<file path="src/rtl/osiris_pkg.sv">
// Shared definitions for the osiris bus fabric: arbiter state encoding,
// arbitration mode constants and a one-hot decode helper.
package osiris_pkg;

   typedef enum logic [1:0] {
      ST_IDLE  = 2'd0,
      ST_OWNED = 2'd1,
      ST_ERR   = 2'd2
   } arb_state_t;

   localparam int ARB_FIXED = 0;
   localparam int ARB_RR    = 1;

   // Index of the set bit in a one-hot vector of up to eight masters.
   function automatic logic [2:0] onehot_to_idx(input logic [7:0] oh);
      onehot_to_idx = '0;
      for (int i = 0; i < 8; i++) begin
         if (oh[i]) onehot_to_idx = 3'(i);
      end
   endfunction

endpackage

</file>
<file path="src/rtl/osiris_prio_pick.sv">
// Combinational one-hot picker: the first requester found when scanning
// upwards from i_base (wrapping modulo N) wins.
module osiris_prio_pick #(
   parameter int N  = 2,
   parameter int IW = $clog2(N)
) (
   input  logic [N-1:0]  i_req,
   input  logic [IW-1:0] i_base,
   output logic [N-1:0]  o_win
);

   logic [IW:0] w_sum;

   // Scan from the farthest offset down so the nearest requester is written last.
   always_comb begin
      o_win = '0;
      w_sum = '0;
      for (int k = N - 1; k >= 0; k--) begin
         w_sum = {1'b0, i_base} + (IW + 1)'(k);
         if (w_sum >= (IW + 1)'(N)) w_sum = w_sum - (IW + 1)'(N);
         if (i_req[w_sum[IW-1:0]]) begin
            o_win = '0;
            o_win[w_sum[IW-1:0]] = 1'b1;
         end
      end
   end

endmodule

</file>
<file path="src/rtl/osiris_wb_arbiter.sv">
// N-master to 1-slave Wishbone classic arbiter with bus locking,
// fixed-priority or round-robin selection and a stalled-slave watchdog.
module osiris_wb_arbiter
   import osiris_pkg::*;
#(
   parameter int DATA_WIDTH     = 32,
   parameter int ADDR_WIDTH     = 32,
   parameter int NUM_MASTERS    = 2,
   parameter int RR_MODE        = 0,
   parameter int TIMEOUT_CYCLES = 255
) (
   input  logic                              clk,
   input  logic                              rst,
   input  logic [NUM_MASTERS-1:0]            m_cyc_i,
   input  logic [NUM_MASTERS-1:0]            m_stb_i,
   input  logic [NUM_MASTERS-1:0]            m_we_i,
   input  logic [NUM_MASTERS*ADDR_WIDTH-1:0] m_adr_i,
   input  logic [NUM_MASTERS*DATA_WIDTH-1:0] m_dat_i,
   output logic [NUM_MASTERS*DATA_WIDTH-1:0] m_dat_o,
   output logic [NUM_MASTERS-1:0]            m_ack_o,
   output logic [NUM_MASTERS-1:0]            m_err_o,
   output logic                              s_cyc_o,
   output logic                              s_stb_o,
   output logic                              s_we_o,
   output logic [ADDR_WIDTH-1:0]             s_adr_o,
   output logic [DATA_WIDTH-1:0]             s_dat_o,
   input  logic [DATA_WIDTH-1:0]             s_dat_i,
   input  logic                              s_ack_i,
   output logic [NUM_MASTERS-1:0]            grant_o,
   output logic                              busy_o,
   output logic [1:0]                        dbg_state_o
);

   localparam int N    = NUM_MASTERS;
   localparam int IW   = $clog2(N);
   localparam int WD_W = (TIMEOUT_CYCLES > 0) ? $clog2(TIMEOUT_CYCLES + 1) : 1;
   localparam logic [WD_W-1:0] WD_MAX   = WD_W'(TIMEOUT_CYCLES);
   localparam logic [IW-1:0]   LAST_RST = IW'(N - 1);

   arb_state_t        r_state;
   logic [N-1:0]      r_grant;
   logic [N-1:0]      r_err;
   logic [IW-1:0]     r_last;
   logic [WD_W-1:0]   r_wdog;

   logic [N-1:0]      w_req;
   logic [N-1:0]      w_win;
   logic [7:0]        w_win8;
   logic [IW-1:0]     w_base;
   logic              w_owned;
   logic              w_timeout;
   logic              w_cyc_g;
   logic              w_stb_g;
   logic              w_we_g;
   logic [ADDR_WIDTH-1:0] w_adr_g;
   logic [DATA_WIDTH-1:0] w_dat_g;

   assign w_req  = m_cyc_i & m_stb_i;
   assign w_win8 = 8'(w_win);
   assign w_base = (RR_MODE == ARB_RR) ?
                   ((r_last == LAST_RST) ? '0 : r_last + IW'(1)) : '0;

   osiris_prio_pick #(
      .N  (N),
      .IW (IW)
   ) u_pick (
      .i_req  (w_req),
      .i_base (w_base),
      .o_win  (w_win)
   );

   // Select the granted master's request lines; r_grant is one-hot or zero.
   always_comb begin
      w_cyc_g = 1'b0;
      w_stb_g = 1'b0;
      w_we_g  = 1'b0;
      w_adr_g = '0;
      w_dat_g = '0;
      for (int i = 0; i < N; i++) begin
         if (r_grant[i]) begin
            w_cyc_g = m_cyc_i[i];
            w_stb_g = m_stb_i[i];
            w_we_g  = m_we_i[i];
            w_adr_g = m_adr_i[i*ADDR_WIDTH +: ADDR_WIDTH];
            w_dat_g = m_dat_i[i*DATA_WIDTH +: DATA_WIDTH];
         end
      end
   end

   // Handshake: a beat completes in any cycle where cyc, stb and the slave's
   // ack are all high; the master may hold cyc across beats to keep the bus.
   assign w_owned = (r_state == ST_OWNED);
   assign s_cyc_o = w_owned & w_cyc_g;
   assign s_stb_o = w_owned & w_stb_g;
   assign s_we_o  = w_owned & w_we_g;
   assign s_adr_o = w_owned ? w_adr_g : '0;
   assign s_dat_o = w_owned ? w_dat_g : '0;
   assign m_ack_o = w_owned ? (r_grant & {N{s_ack_i}}) : '0;
   assign m_err_o = r_err;
   assign m_dat_o = {N{s_dat_i}};

   assign grant_o     = r_grant;
   assign busy_o      = (r_state != ST_IDLE);
   assign dbg_state_o = r_state;

   assign w_timeout = (TIMEOUT_CYCLES != 0) && (r_wdog == WD_MAX) &&
                      w_stb_g && !s_ack_i;

   always_ff @(posedge clk or negedge rst) begin
      if (!rst) begin
         r_state <= ST_IDLE;
         r_grant <= '0;
         r_err   <= '0;
         r_last  <= LAST_RST;
         r_wdog  <= '0;
      end else begin
         r_err <= '0;
         case (r_state)
            ST_IDLE: begin
               r_wdog <= '0;
               if (|w_req) begin
                  r_grant <= w_win;
                  r_last  <= IW'(onehot_to_idx(w_win8));
                  r_state <= ST_OWNED;
               end
            end
            ST_OWNED: begin
               if (!w_cyc_g) begin
                  r_state <= ST_IDLE;
                  r_grant <= '0;
                  r_wdog  <= '0;
               end else if (w_timeout) begin
                  r_state <= ST_ERR;
                  r_err   <= r_grant;
                  r_wdog  <= '0;
               end else if (s_ack_i || !w_stb_g) begin
                  r_wdog <= '0;
               end else if (r_wdog != WD_MAX) begin
                  r_wdog <= r_wdog + WD_W'(1);
               end
            end
            ST_ERR: begin
               // Slave stays released until the master gives up its cycle.
               if (!w_cyc_g) begin
                  r_state <= ST_IDLE;
                  r_grant <= '0;
               end
            end
            default: begin
               r_state <= ST_IDLE;
               r_grant <= '0;
            end
         endcase
      end
   end

endmodule

</file>
<file path="config.mk">
export PLATFORM = sky130hd
export DESIGN_NAME = osiris_wb_arbiter
export DESIGN_NICKNAME = d
export VERILOG_FILES = /design/src/rtl/osiris_pkg.sv /design/src/rtl/osiris_prio_pick.sv /design/src/rtl/osiris_wb_arbiter.sv
export SDC_FILE = /design/constraint.sdc
export NUM_CORES = 1
export LEC_CHECK = 0
export ABC_AREA = 1
export BUFFER_PORTS_ARGS = -buffer_cell sky130_fd_sc_hd__buf_4
export CELL_PAD_IN_SITES_DETAIL_PLACEMENT = 0
export CELL_PAD_IN_SITES_GLOBAL_PLACEMENT = 1
export CORE_ASPECT_RATIO = 2
export CORE_MARGIN = 5
export CORE_UTILIZATION = 18
export CTS_BUF_LIST = sky130_fd_sc_hd__clkbuf_4 sky130_fd_sc_hd__clkbuf_8
export CTS_CLUSTER_DIAMETER = 120
export DETAILED_ROUTE_END_ITERATION = 8
export PLACE_DENSITY_LB_ADDON = 0.1
export SLEW_MARGIN = 40
export SYNTH_ARGS = -nofsm -noshare
export SYNTH_HDL_FRONTEND = slang
export SYNTH_SLANG_ARGS = --single-unit
</file>
<file path="constraint.sdc">
create_clock -name clk -period 1.58 [get_ports clk]
set_input_delay 0.079 -clock clk [delete_from_list [all_inputs] [get_ports clk]]
set_output_delay 0.079 -clock clk [all_outputs]
set_load 0.02 [all_outputs]
</file>
==> results of run 1 <==
-- synthesized netlist by cell type --
cell / instances
inv_2: 7
o21ai_1: 6
buf_2: 8
nand3_1: 6
nand2_2: 4
o21ai_0: 1
nand3_2: 1
nor3_1: 2
nand4_1: 1
nand2_1: 30
buf_4: 70
inv_1: 10
nor2_2: 1
nor3b_2: 1
a22oi_1: 65
nor2_1: 75
o22ai_1: 1
xnor2_1: 3
dfrtp_1: 14
a21oi_1: 5
nor2_4: 1
clkinv_1: 1
a31o_2: 1
ha_1: 4
xor2_1: 2
clkbuf_1: 8
nand4_2: 1
-- state kept, by name, summed over array words and instances, names as in the netlist --
signal	cells
dbg_state_o	2
r_wdog	8
grant_o	2
m_err_o	2
-- power breakdown --
group	internal [W]	leakage (nW)	total (W)	switching, W
registers	0.000397	0.188	0.000454	0.0000565
logic	0.00172	1.63	0.00391	0.00219
clock network	0.000221	0.0288	0.000356	0.000135
total	0.00234	1.85	0.00472	0.00238
-- per-layer routing --
metal / part of all wire, % / vias up
met5: 0 / -
met4: 2.4 / 0
met3: 9.6 / 27
met2: 57 / 146
met1: 31 / 1304
li1: - / 1351
-- worst paths after layout --
kind / start / end / cells past startpoint
setup / recovery: grant_o[1]$_DFFE_PN0P_ / s_adr_o[22] / 6
max in group asynchronous: rst / grant_o[1]$_DFFE_PN0P_ / 2
setup reg to reg: grant_o[1]$_DFFE_PN0P_ / r_wdog[1]$_DFFE_PN0P_ / 6
hold reg to reg: r_wdog[0]$_DFFE_PN0P_ / r_wdog[0]$_DFFE_PN0P_ / 1
min in group asynchronous: rst / r_wdog[2]$_DFFE_PN0P_ / 2
hold / removal: m_stb_i[0] / grant_o[0]$_DFFE_PN0P_ / 3
-- logic make-up (layout without fill, tap and decap cells) --
group	Yosys count	in the layout	synth area share, %
flip-flops	14	14	16.0
adder cells (fa/ha/maj)	4	4	2.29
buffers and inverters	104	256	30.3
XOR/XNOR	5	5	2.00
AND/OR/NAND/NOR	123	123	23.7
AO/OA/AOI/OAI	79	79	25.7
-- cell type report --
cell class	count	area [sq um]
Sequential cell	14	354
Multi-Input combinational cell	211	1260
Fill cell	1309	8240
Inverter	18	72.6
Tap cell	147	184
Timing Repair Buffer	234	1890
Clock buffer	4	55.1
-- stage by stage --
stage                     hold WS [ps]  util [%]  cells  TNS (ps)  cell area (sq um)
after detailed placement         -54.9      29.1    613         0               3510
after floorplan                   -217         -    329      -418               2190
after global routing               150      31.6    628     -3170               3810
after CTS                          119      30.2    620     -65.4               3630
after global placement           -55.5      29.1    613         0               3510
final                              112      31.6    628      -258               3810
-- critical path, cell delays in order (launching register included) --
cell and delay, ps:
dfrtp_2 480, nor2_4 160, buf_4 150, clkbuf_16 170
a22oi_1 70, nor2_1 100, buf_4 160
-- timing repair --
action,4_1_cts,5_1_grt
hold buffers,1,0
pin swaps,1,8
cloned,1,2
hold endpoints to repair,14,0
buffers inserted,1,6
endpoints found under the setup margin,64,69
gates resized for setup,8,19
==> reports/metrics.yaml, run 1 <==
outcome: "finished, violations left"
violations: "negative setup slack"
yosys.area.top_type_share_pct: 24.0
cts.path.max_buffers: 2
endpoint_kind: "primary output"
seq_area_frac_synth_pct: 16.0
io_buffers: 212
cts_root_buffer: "clkbuf_8"
critPathRequiredTime_ps: 1500
die-area_sq_um: 14600
clkSinkCount: 14
grt_max_degree: 34
powerDensity_nw_per_um2: 1240
ant_nets: 0
start_util_pct: 18.2
num_antenna_cells: 0
drtPass1Iterations: 4
busiest_layer: "met2"
clkLatencyLatePin_ps: 250
leakagePower_nw: 1.85
cts_max_level: 1
wirelength_um: 12100
worstPathArrival_ps: 1530
die_x_um: 88.0
crit_type: "flop to primary output"
cap_violations: 0
grt_overflow: 0
hold_viol_final: 0
max_slew.worst_pin.slew_ps: 269
final_cell_mix: "buf_4, nor2_1, a22oi_1"
min_path_type: "input port to flop"
antenna_found_initial: 0
ir_worst_vdd_mv: 0.669
yosys-top-cells-area: "buf_4, a22oi_1, dfrtp_1, nor2_1, nand2_1"
synth_seq_cells: 14
drc: 0
max_slew_margin_pct: 82.0
skew_ps: 2.34
cts_tree: "built"
drt_iter0_markers: 77
nNetsFinal: 655
crit_fanout: 16
dp_slack_ps: 155
grt_use_met3_pct: 4.97
area_delta_synth_final_pct: 74.1
core_sq_um: 12100
globalRouteMet2Util_pct: 30.8
grt_util_met1_pct: 14.5
fmax_mhz: 622
ios: 309
gp_congestion: 0.772
synth.largest_area_cell: "buf_4"
avgSynthCellArea_sq_um: 6.65
dp_hpwl_um: 9920
setup_violations: 19
routed_via_density: 4.50
finalPower_w: 0.00472
rsz0062_at_grt: "yes"
vias: 2828
grt_pass1_vias: 2984
layout-drive-gt1-share_pct: 56.8
start_kind: "flop"
track_usage_pct: 15.5
period_share_pct: 102
period_needed_ps: 1610
cts_buffers: 3
wl_per_cell_um: 19.3
grt_pass1_wl_um: 17300
synth_area_sq_um: 2190
num_rows: 57
final_max_slew_viol_count: 0
layout_commonest_cell: "buf_4"
yosysWarningCount: 0
ys_types: 27
clk_pin_slew_ps: 60
die_y_um: 166
syn_nets: 502
r2r_setup_slack_ps: 170
synth_cells: 329
setup_ws_ps: -28.2
(Power assumes the default switching activity.)
==> inputs of run 2 (changes only) <==
clock period = 1.7 ns   (was 1.58 ns; I/O delays follow)
==> run 2 against run 1 <==
  * The flow now finishes without violations
  * Cell area is 2.1% lower
  * Final cell count is 1.1% lower
  * Critical path depth is 1 higher
  * Core utilization is 0.66 points lower
  * Critical endpoint is now s_dat_o[8]
  * Highest routed layer unchanged
==> reports/metrics.yaml, run 2 (synthesis results as in run 1) <==
io_buffers: 212
layout-drive-gt1-share_pct: 54.6
rsz0062_at_grt: "no"
setup_violations: 0
hp-start: "m_stb_i[0]"
grt_pass1_wl_um: 16800
dp_slack_ps: 176
clkLatencyLatePin_ps: 250
r2r_setup_slack_ps: 200
num_rows: 57
fill_cells: 1336
drt_iter0_markers: 99
regArea_sq_um: 353
outcome: "finished clean"
r2r_end: "dbg_state_o[0]$_DFFE_PN0P_"
antenna_found_initial: 0
ir_worst_vdd_mv: 0.749
max_slew_margin_pct: 80.3
start_kind: "flop"
final_cell_area_sq_um: 3730
fmax_mhz: 612
final_max_slew_viol_count: 0
cts.path.max_buffers: 2
largest_register: "r_wdog"
ios: 309
pwr-share-seq_pct: 9.7
worstPathArrival_ps: 1550
switching_share_pct: 51.6
cts_root_buffer: "clkbuf_8"
powerDensity_nw_per_um2: 1160
clockPowerShare_pct: 7.8
leakagePower_nw: 1.81
min_path_cells: 3
largest_reg_flops: 8
ant_nets: 0
die_x_um: 88.0
dp_hpwl_um: 9630
clk_pin_slew_ps: 60
layout_commonest_cell: "buf_4"
fin_tns_setup_ps: 0
num_antenna_cells: 0
pwr-share-comb_pct: 82.5
area_delta_synth_final_pct: 70.4
drtPass1Iterations: 4
cts_tree: "built"
clkSinkCount: 14
core_sq_um: 12100
grt_pass1_vias: 2879
timing.rr.start: "dbg_state_o[0]$_DFFE_PN0P_"
die-area_sq_um: 14600
hold_viol_final: 0
routed_via_density: 4.48
cts_buffers: 3
start_util_pct: 18.2
grt_max_degree: 34
crit_fanout: 5
die_y_um: 166
drc: 0
nNetsFinal: 648
postPlaceCellArea_sq_um: 3470
period_share_pct: 96.2
crit_type: "flop to primary output"
setup_ws_ps: 64.8
intPower_w: 0.00210
min_path_type: "input port to flop"
wl_per_cell_um: 19.7
vias: 2784
min_to: "grant_o[0]$_DFFE_PN0P_"
endpoint_kind: "primary output"
p_switching_w: 0.00224
critPathRequiredTime_ps: 1620
final_cell_mix: "buf_4, nor2_1, a22oi_1"
multi_input_area_sq_um: 1230
reg2regPathDepth: 8
wirelength_um: 12300
gp_congestion: 0.736
period_needed_ps: 1640
cts_max_level: 1
cap_violations: 0
track_usage_pct: 15.1
grt_overflow: 0
skew_ps: 6.53
max_slew.worst_pin.slew_ps: 295
[run 2: changes by cell type in the layout (fill, tap and decap cells not counted), moves of 3 or more]
cell / change
a22oi_1: +7
a22oi_2: -7
buf_4: -6
nor2_1: -3
nor2_2: +3
[run 2: worst max path at each step]
| stage | start | end | slack, ps |
|---|---|---|---|
| 2_1_floorplan | dbg_state_o[1]$_DFFE_PN0P_ | s_dat_o[11] | 90 |
| 3_3_place_gp | r_wdog[0]$_DFFE_PN0P_ | m_err_o[1]$_DFF_PN0_ | 220 |
| 3_5_place_dp | dbg_state_o[1]$_DFFE_PN0P_ | m_ack_o[1] | 180 |
| 4_1_cts | grant_o[1]$_DFFE_PN0P_ | s_adr_o[7] | 6 |
| 5_1_grt | grant_o[1]$_DFFE_PN0P_ | s_adr_o[7] | 6 |
| 6_report | grant_o[0]$_DFFE_PN0P_ | s_dat_o[8] | 60 |
[run 2: power groups by stage]
stage	Clock, W	Combinational [W]	Sequential (W)
6_report	0.000339	0.00358	0.000421
5_1_grt	0.000362	0.00387	0.000424
4_1_cts	0.000351	0.00334	0.000425
3_5_place_dp	0	0.00317	0.000427
3_3_place_gp	0	0.00319	0.000427
2_1_floorplan	0	0.00201	0.000431
[run 2: worst max-delay path: stages (launching register included)]
cell	delay [ps]
dfrtp_2	420
inv_2	80
nor2_4	40
buf_12	140
buf_4	130
a22oi_1	240
nor2_1	80
buf_4	160
[run 2: per-layer routing]
| metal | up-vias | track usage, % | share of wire (%) | wire (um) |
|---|---|---|---|---|
| met5 | - | 0 | 0 | 0 |
| met4 | 0 | 4.74 | 2.9 | 357 |
| met3 | 29 | 4.32 | 9.6 | 1170 |
| li1 | 1344 | - | - | - |
| met2 | 139 | 28.8 | 56 | 6840 |
| met1 | 1272 | 15.1 | 32 | 3890 |
[run 2: area by class of cell]
cell class	instances	share of cell area (%)
Inverter	18	1.88
Sequential cell	14	9.46
Clock buffer	4	1.48
Timing Repair Buffer	227	49.2
Multi-Input combinational cell	211	33.0
Tap cell	147	4.93
[run 2: through the flow]
stage                     hold WS, ps  total power [W]  instances  utilization (%)
final                             144          0.00434        621             30.9
after global routing              164          0.00465        621             30.9
after CTS                         138          0.00412        615             29.7
after detailed placement        -45.8          0.00360        609             28.8
after global placement          -42.3          0.00362        609             28.8
after floorplan                  -211          0.00245        329                -
[run 2: what timing repair did]
item / in CTS / in global routing
endpoints found under the setup margin: 65 / 50
resized for setup: 6 / 10
endpoints found under the hold margin: 14 / 0
hold buffers: 1 / 0
pin swaps: 0 / 1
gates cloned: 1 / 3
buffers inserted: 0 / 3
